==> src/rtl/dispatcher_fixed.sv <==
// 1-to-N stream dispatcher: each accepted beat goes to the lowest-index output
// queue with a free slot. Every output is fed from its own registered FIFO.
module dispatcher_fixed #(
   parameter int DWIDTH = 8,
   parameter int N      = 2,
   parameter int DEPTH  = 2
) (
   input  logic              clk,
   input  logic              rst,
   input  logic              in_valid,
   input  logic [DWIDTH-1:0] in_data,
   output logic              in_ready,
   output logic              out_valid [N],
   output logic [DWIDTH-1:0] out_data  [N],
   input  logic              out_ready [N],
   output logic              idle
);

   localparam int PW = (DEPTH > 1) ? $clog2(DEPTH) : 1;
   localparam int CW = $clog2(DEPTH + 1);
   localparam logic [CW-1:0] CNT_FULL = CW'(DEPTH);
   localparam logic [PW-1:0] PTR_LAST = PW'(DEPTH - 1);

   logic [CW-1:0]     count  [N];
   logic [PW-1:0]     wr_ptr [N];
   logic [PW-1:0]     rd_ptr [N];
   logic [DWIDTH-1:0] mem    [N][DEPTH];

   logic [N-1:0] full;
   logic [N-1:0] empty;
   logic [N-1:0] push;
   logic [N-1:0] pop;
   logic         any_free;

   // Selection looks only at registered counts, so in_ready never sees out_ready.
   always_comb begin
      full     = '0;
      empty    = '0;
      push     = '0;
      pop      = '0;
      any_free = 1'b0;
      for (int i = 0; i < N; i++) begin
         full[i]  = (count[i] == CNT_FULL);
         empty[i] = (count[i] == '0);
         pop[i]   = ~empty[i] & out_ready[i];
         if (!full[i] && !any_free) begin
            push[i]  = in_valid;
            any_free = 1'b1;
         end
      end
   end

   assign in_ready = any_free;
   assign idle     = &empty;

   always_comb begin
      for (int i = 0; i < N; i++) begin
         out_valid[i] = ~empty[i];
         out_data[i]  = mem[i][rd_ptr[i]];
      end
   end

   always_ff @(posedge clk) begin
      for (int i = 0; i < N; i++) begin
         if (push[i] && !rst) mem[i][wr_ptr[i]] <= in_data;
      end
   end

   always_ff @(posedge clk or posedge rst) begin
      if (rst) begin
         for (int i = 0; i < N; i++) begin
            count[i]  <= '0;
            wr_ptr[i] <= '0;
            rd_ptr[i] <= '0;
         end
      end else begin
         for (int i = 0; i < N; i++) begin
            if (push[i])
               wr_ptr[i] <= (wr_ptr[i] == PTR_LAST) ? '0 : wr_ptr[i] + PW'(1);
            if (pop[i])
               rd_ptr[i] <= (rd_ptr[i] == PTR_LAST) ? '0 : rd_ptr[i] + PW'(1);
            case ({push[i], pop[i]})
               2'b10:   count[i] <= count[i] + CW'(1);
               2'b01:   count[i] <= count[i] - CW'(1);
               default: count[i] <= count[i];
            endcase
         end
      end
   end

endmodule
==> config.mk <==
export PLATFORM = sky130hd
export DESIGN_NAME = dispatcher_fixed
export DESIGN_NICKNAME = d
export VERILOG_FILES = /design/src/rtl/dispatcher_fixed.sv
export SDC_FILE = /design/constraint.sdc
export NUM_CORES = 1
export LEC_CHECK = 0
export CORE_ASPECT_RATIO = 0.6
export CORE_MARGIN = 2
export CORE_UTILIZATION = 46
export CTS_CLUSTER_DIAMETER = 120
export DETAILED_ROUTE_END_ITERATION = 7
export GPL_TIMING_DRIVEN = 0
export PLACE_DENSITY = 0.82
export SLEW_MARGIN = 40
export SYNTH_ARGS = -nofsm -noshare
export SYNTH_HDL_FRONTEND = slang
export SYNTH_SLANG_ARGS = --single-unit
export TNS_END_PERCENT = 30
==> constraint.sdc <==
create_clock -name clk -period 2.2 [get_ports clk]
set_input_delay 0.22 -clock clk [delete_from_list [all_inputs] [get_ports clk]]
set_output_delay 0.22 -clock clk [all_outputs]
set_load 0.02 [all_outputs]
# After elaboration in Yosys (flattened, before gate mapping)
# Memories as Yosys holds them, arrays and structs flattened.
# Index checks and enable logic that the tools add are counted.
# word_totals
n_memories,1
wordCells,75
mem_bits_rw,32
ff_bits,8
inputBits,13
output_inout_bits,20
# mem_list
memory,words,word_bits,read_ports,rd_ports_with_merged_regs,wr,line_no,source
mem,2,16,2,0,1,27,logic [DWIDTH-1:0] mem [N][DEPTH];
# classes
bitwise,8
n_mux,27
eq_ne,6
n_addsub,8
n_reduce_logical,13
magnitude_cmp,6
# ops
cell,count
$mux 16,4
$mux 8,8
$demux 8 s1,2
$reduce_or 16->1,1
$mux 1,11
$eq 2x2->1 const B,4
$ge 2x2->1 const B,4
$not 1->2,4
$pmux 2 s2,2
$logic_and 1x1->1,5
$add 1x1->1 const B,4
$add 2x1->2 const B,2
$eq 2x1->1 const B,2
$logic_not 2->1,2
$lt 2x1->1 const B,2
$reduce_bool 2->1,2
$sub 2x1->2 const B,2
$and 1x1->1,2
$logic_not 1->1,2
$not 1->1,2
$reduce_and 2->1,1

# Longest topological paths before layout
# Gate-level depths: netlist of run 1.
# logic_depth
word_depth,9
ltp_mapped,6
mapped_depth_nobuf,6

# Least setup slack after synthesis of run 1
# No wires, ideal clock.
# synth_path
path_type,reg2reg
start,register count[2] (netlist bit)
end,"memory mem[0][24] (netlist bit), enable pin"
path_stages_with_launch,4
path_slack_ns,0.466
period_less_slack_ns,1.734
t_arrival_ns,1.351
setup_time_ns,0.383
n_path_buf,0
path_cell_list,dfrtp_1 -> nor2b_1 -> nand3_2 -> nor3_1
# synth_via
elab_chain_len,8
word_cells_on_any_way,13
# synth_lines
item,line_no,source
from (decl),24,logic [CW-1:0] count [N];
"from (signal, indexed assignment)",83,2'b10: count[i] <= count[i] + CW'(1);
"from (signal, indexed assignment)",84,2'b01: count[i] <= count[i] - CW'(1);
"from (signal, indexed assignment)",85,default: count[i] <= count[i];
$eq 2x2->1 *,43,full[i] = (count[i] == CNT_FULL);
$logic_and 1x1->1,46,if (!full[i] && !any_free) begin
$mux 1,46,
$logic_and 1x1->1,65,if (push[i] && !rst) mem[i][wr_ptr[i]] <= in_data;
$mux 1,65,
$mux 16 (not written as such),65,
$reduce_or 16->1 (no line),--,
$mux 1 (no line) / $mux 16 (equally long branches),--,
to (decl),27,
# Every way passes the cells marked *; elsewhere a longest branch is shown, timed or not.

==> results of run 1 <==
-- cell type report --
class / instances / area, µm² / share of cell area
Timing Repair Buffer: 32 / 320 / 0.153
Buffer: 2 / 10.0 / 0.00478
Tap cell: 45 / 56.3 / 0.0269
Clock inverter: 2 / 38.8 / 0.0185
Multi-Input combinational cell: 44 / 419 / 0.200
Sequential cell: 40 / 1160 / 0.554
Inverter: 2 / 7.51 / 0.00358
Clock buffer: 6 / 82.6 / 0.0394
-- kinds of logic (layout without fill, tap and decap cells) --
family / count (synthesis) / after routing / share of synthesized area
muxes: 16 / 16 / 0.114
adders and majority gates: 2 / 2 / 0.0158
and+or+nand+nor: 15 / 15 / 0.0648
DFF: 40 / 40 / 0.734
xor gates and xnor gates: 10 / 10 / 0.0553
AOI/OAI and AO/OA: 1 / 1 / 0.00553
buffers and inverters: 4 / 44 / 0.0111
-- power breakdown --
part	switching (mW)	leakage [nW]	internal, mW
combinational	0.505	0.290	0.497
clock	0.244	0.0614	0.371
sequential	0.0820	0.384	0.964
-- layer usage --
layer  up-vias  global-route usage  routed length [µm]
li1        395                   -                   -
met1       412               0.191                1230
met2        22               0.256                1310
met3         2              0.0704                 165
met4         0              0.0345                  13
met5         -                   0                   0
-- registers in the layout (all words and copies together) (netlist names) --
signal,flops
count,4
mem,32
rd_ptr,2
wr_ptr,2
-- layout by cell type, fill, tap and decap left out --
cell,Yosys,routed
nand2b_1,2,2
clkbuf_8,0,6
mux2_1,16,16
xor2_1,3,3
nor3_2,0,2
o21ai_2,1,1
buf_2,2,2
ha_1,2,2
xnor2_1,7,7
edfxtp_1,32,32
nor2_1,3,3
inv_1,2,2
or2_4,1,1
nand3_2,1,1
or2_1,1,1
and2_4,2,2
clkdlybuf4s50_1,0,32
nor2b_1,1,1
nor3b_2,1,2
clkinv_4,0,1
bufinv_16,0,1
dfrtp_1,8,8
-- through the flow --
step | TNS (ps) | cell area (µm²) | total power, mW | worst slack, ps
final | 0 | 2100 | 2.66 | 195
after global placement | -1380 | 1960 | 2.02 | -102
after floorplan | 0 | 1580 | 1.67 | 466
after CTS | 0 | 2100 | 2.69 | 181
after global routing | 0 | 2100 | 2.79 | 90.3
after detailed placement | 0 | 1970 | 2.07 | 251
-- critical path: cells and delay by family (launching register included) --
family | cells | cell delay [ps]
buffers and inverters | 2 | 800
multiplexers | 1 | 370
flip-flops | 1 | 320
-- worst paths after layout --
path | start | end | cells past startpoint
setup / recovery | rd_ptr[0] | out_data[2] | 3
hold / removal | rst | rd_ptr[1] | 2
setup reg to reg | count[2] | mem[0][18] | 3
hold reg to reg | count[1] | count[1] | 1
max in group asynchronous | rst | wr_ptr[1] | 2
min in group clk | count[1] | count[1] | 1
==> results.json, run 1 <==
{
  "n_fill_cell": 231,
  "netlist_area_um2": 1580,
  "drive_gt1_frac": 0.148,
  "layout.cells.non_filler": 173,
  "async_flop_share": 0.200,
  "cp_max_fo": 9,
  "wire_per_inst_um": 15.7,
  "cap_violations": 0,
  "vias": 831,
  "hold_buffers": 0,
  "r2r_slack_ps": 360,
  "vias_per_cell": 4.80,
  "crit_arrival_ps": 1780,
  "drcViolationCount": 0,
  "cts_resized": 0,
  "diodes": 0,
  "cellPowerDensity_nw_per_um2": 1270,
  "dp_hpwl_um": 1900,
  "post-route-period-util": 0.911,
  "synthToLayoutAreaGrowth_pct": 32.4,
  "postCtsSetupRepairBufs": 0,
  "num_rows": 16,
  "period_needed_ps": 2000,
  "slew_headroom": 0.490,
  "status": "complete, no violations",
  "numCtsBuffers": 5,
  "synth_most_common_cell": "edfxtp_1",
  "grt_max_degree": 14,
  "final-max-slew-violation-count": 0,
  "final_util": 0.642,
  "skew_ps": 7.98,
  "finalHoldViolCount": 0,
  "synth_warnings": 0,
  "fmax_ghz": 0.499,
  "hold_class": "primary input to asynchronous set/reset pin",
  "cellLeakagePower_nw": 0.736,
  "final_nets": 142,
  "crit_chain": "buf_2, mux2_1, clkdlybuf4s50_1",
  "critPathKind": "flip-flop to primary output",
  "crit_slowest_cell": "clkdlybuf4s50_1",
  "synth_cell_types": 19,
  "rsz0062_at_grt": "false",
  "antenna_found_initial": 0,
  "synthTopCellsByArea": "edfxtp_1 (61%), dfrtp_1 (13%), mux2_1 (11%)",
  "ir_worst_vdd_mv": 0.636,
  "drt-total-wl_um": 2720,
  "cts_tree": "done",
  "synth_top_area_share": 0.607,
  "dp.cells": 165,
  "grt_usage": 0.156,
  "die_h_um": 49.4,
  "ys_top_cells_by_count": "edfxtp_1 (32), mux2_1 (16), dfrtp_1 (8)",
  "synth_flop_cell": "edfxtp_1",
  "seq_area_frac_synth": 0.734,
  "synth_nets": 103,
  "cp.required_ps": 1980,
  "ios": 33,
  "place_congestion": 0.776,
  "core_area_um2": 3260,
  "ys_ff_latch": 40,
  "cts_buffer_depth": 2,
  "numPortBuffers": 32,
  "slowest_delay_ps": 540,
  "setup.worst_path.start_class": "flip-flop",
  "initial_core_util": 0.485,
  "grt-ovfl-total": 0,
  "dr.first_iter.drc_count": 27,
  "synth_cells": 88,
  "whs_ps": 404,
  "worst_pin_slew_ps": 761,
  "root_buffer": "clkbuf_8",
  "setup_violations": 0,
  "clock_sinks": 40,
  "ant_nets": 0,
  "h-tree-depth": 2,
  "dieArea_um2": 3940,
  "grt_pass1_vias": 880,
  "grt_pass1_wl_um": 4370,
  "drt_first_pass_iters": 4,
  "avgSynthCellArea_um2": 18.0,
  "yosysTopAreaCell": "edfxtp_1",
  "die_w_um": 79.7,
  "clock_latency_ps": 290,
  "synth_edf_count": 32,
  "clk_pin_slew_worst_paths_ps": 80,
  "cp-end-kind": "primary output"
}
No activity file was read; power rests on OpenSTA's default activity.
==> inputs of run 2 (changes only) <==
clock period = 2.01 ns   (was 2.2 ns; I/O delays follow)
==> results.json, run 2 (synthesis gave the netlist of run 1 again) <==
{
  "status": "complete, no violations",
  "grt-ovfl-total": 0,
  "hold_buffers": 0,
  "cp-end-kind": "primary output",
  "diodes": 0,
  "hold_class": "primary input to asynchronous set/reset pin",
  "met1_usage": 0.191,
  "finalHoldViolCount": 0,
  "final_cell_mix": "edfxtp_1 (32), clkdlybuf4s50_1 (30), mux2_1 (16), dfrtp_1 (8), xnor2_1 (7)",
  "globalRouteMet3Util": 0.0704,
  "finalInstanceArea_um2": 2110,
  "die_w_um": 79.7,
  "cp.required_ps": 1810,
  "cellLeakagePower_nw": 0.755,
  "core_area_um2": 3260,
  "place_area_um2": 1970,
  "setup.worst_path.start_class": "flip-flop",
  "num_rows": 16,
  "root_buffer": "clkbuf_8",
  "cts_resized": 0,
  "h-tree-depth": 2,
  "grt_pass1_vias": 880,
  "cts_buffer_depth": 2,
  "final_common_cell": "edfxtp_1",
  "postCtsSetupRepairBufs": 0,
  "numCtsBuffers": 5,
  "numPortBuffers": 32,
  "clock_latency_ps": 290,
  "period_needed_ps": 1950,
  "setup_violations": 0,
  "fmax_ghz": 0.514,
  "crit_slowest_cell": "clkdlybuf4s50_1",
  "critPathKind": "flip-flop to primary output",
  "vias_per_cell": 4.86,
  "fin_tns_setup_ps": 0,
  "dieArea_um2": 3940,
  "power_mw": 2.92,
  "grt_use_met2": 0.256,
  "ios": 33,
  "cellPowerDensity_nw_per_um2": 1390,
  "drt_first_pass_iters": 4,
  "die_h_um": 49.4,
  "grt_pass1_wl_um": 4370,
  "antenna_found_initial": 0,
  "wire_per_inst_um": 15.7,
  "worst_pin_slew_ps": 761,
  "dp_hpwl_um": 1900,
  "clock_sinks": 40,
  "whs_ps": 388,
  "skew_ps": 5.33,
  "vias": 840,
  "place_ws_ps": 80.1,
  "final-max-slew-violation-count": 0,
  "synthToLayoutAreaGrowth_pct": 33.0,
  "cts_tree": "done",
  "cap_violations": 0,
  "slowest_delay_ps": 540,
  "drcViolationCount": 0,
  "largest_register_ffs": 32,
  "final_util": 0.645,
  "cp_max_fo": 9,
  "initial_core_util": 0.485,
  "crit_arrival_ps": 1750,
  "dp.cells": 165,
  "clk_pin_slew_worst_paths_ps": 70,
  "grt_usage": 0.156,
  "postLayoutSetupSlackWorst_ps": 63.8,
  "final_nets": 142,
  "crit_chain": "clkbuf_4, mux2_1, clkdlybuf4s50_1",
  "layout.cells.non_filler": 173,
  "drt-total-wl_um": 2720,
  "top_usage_layer": "met2",
  "dr.first_iter.drc_count": 27,
  "place_congestion": 0.776,
  "slew_headroom": 0.490,
  "grt_max_degree": 14,
  "drive_gt1_frac": 0.148,
  "ant_nets": 0,
  "ir_worst_vdd_mv": 0.696,
  "post-route-period-util": 0.968
}
[run 2: layer usage]
layer,part of all wire,wire length (µm)
met2,0.48,1310
met3,0.061,165
met1,0.45,1230
met4,0.0048,13
met5,0,0
[run 2: area by class of cell]
| class | count | area, µm² |
|---|---|---|
| sequential | 40 | 1160 |
| buffer | 2 | 15.0 |
| clock inverter | 2 | 38.8 |
| tap | 45 | 56.3 |
| multi-input combinational | 44 | 419 |
| fill | 229 | 1160 |
| inverter | 2 | 7.51 |
| clock buffer | 6 | 82.6 |
| timing repair buffer | 32 | 325 |
[run 2: worst max-delay path: cells and delay by family (launching register included)]
family | cells | cell delay [ps]
buffers and inverters | 2 | 740
flip-flops | 1 | 360
multiplexers | 1 | 360
[run 2: where the power goes]
part / switching, mW / leakage [nW] / internal, mW / total (mW)
registers: 0.0906 / 0.384 / 1.06 / 1.15
logic: 0.552 / 0.310 / 0.552 / 1.10
clock network: 0.264 / 0.0614 / 0.406 / 0.669
[run 2: final timing paths]
path                           start            to  slack (ps)  depth (start not counted)
min in group clk            count[1]      count[1]         500                          1
min reg2reg                 count[1]      count[1]         500                          1
max                        rd_ptr[1]  out_data[10]          60                          3
max reg2reg                 count[2]    mem[0][18]         170                          3
max in group asynchronous        rst     wr_ptr[1]        1380                          2
min                              rst     rd_ptr[1]         390                          2
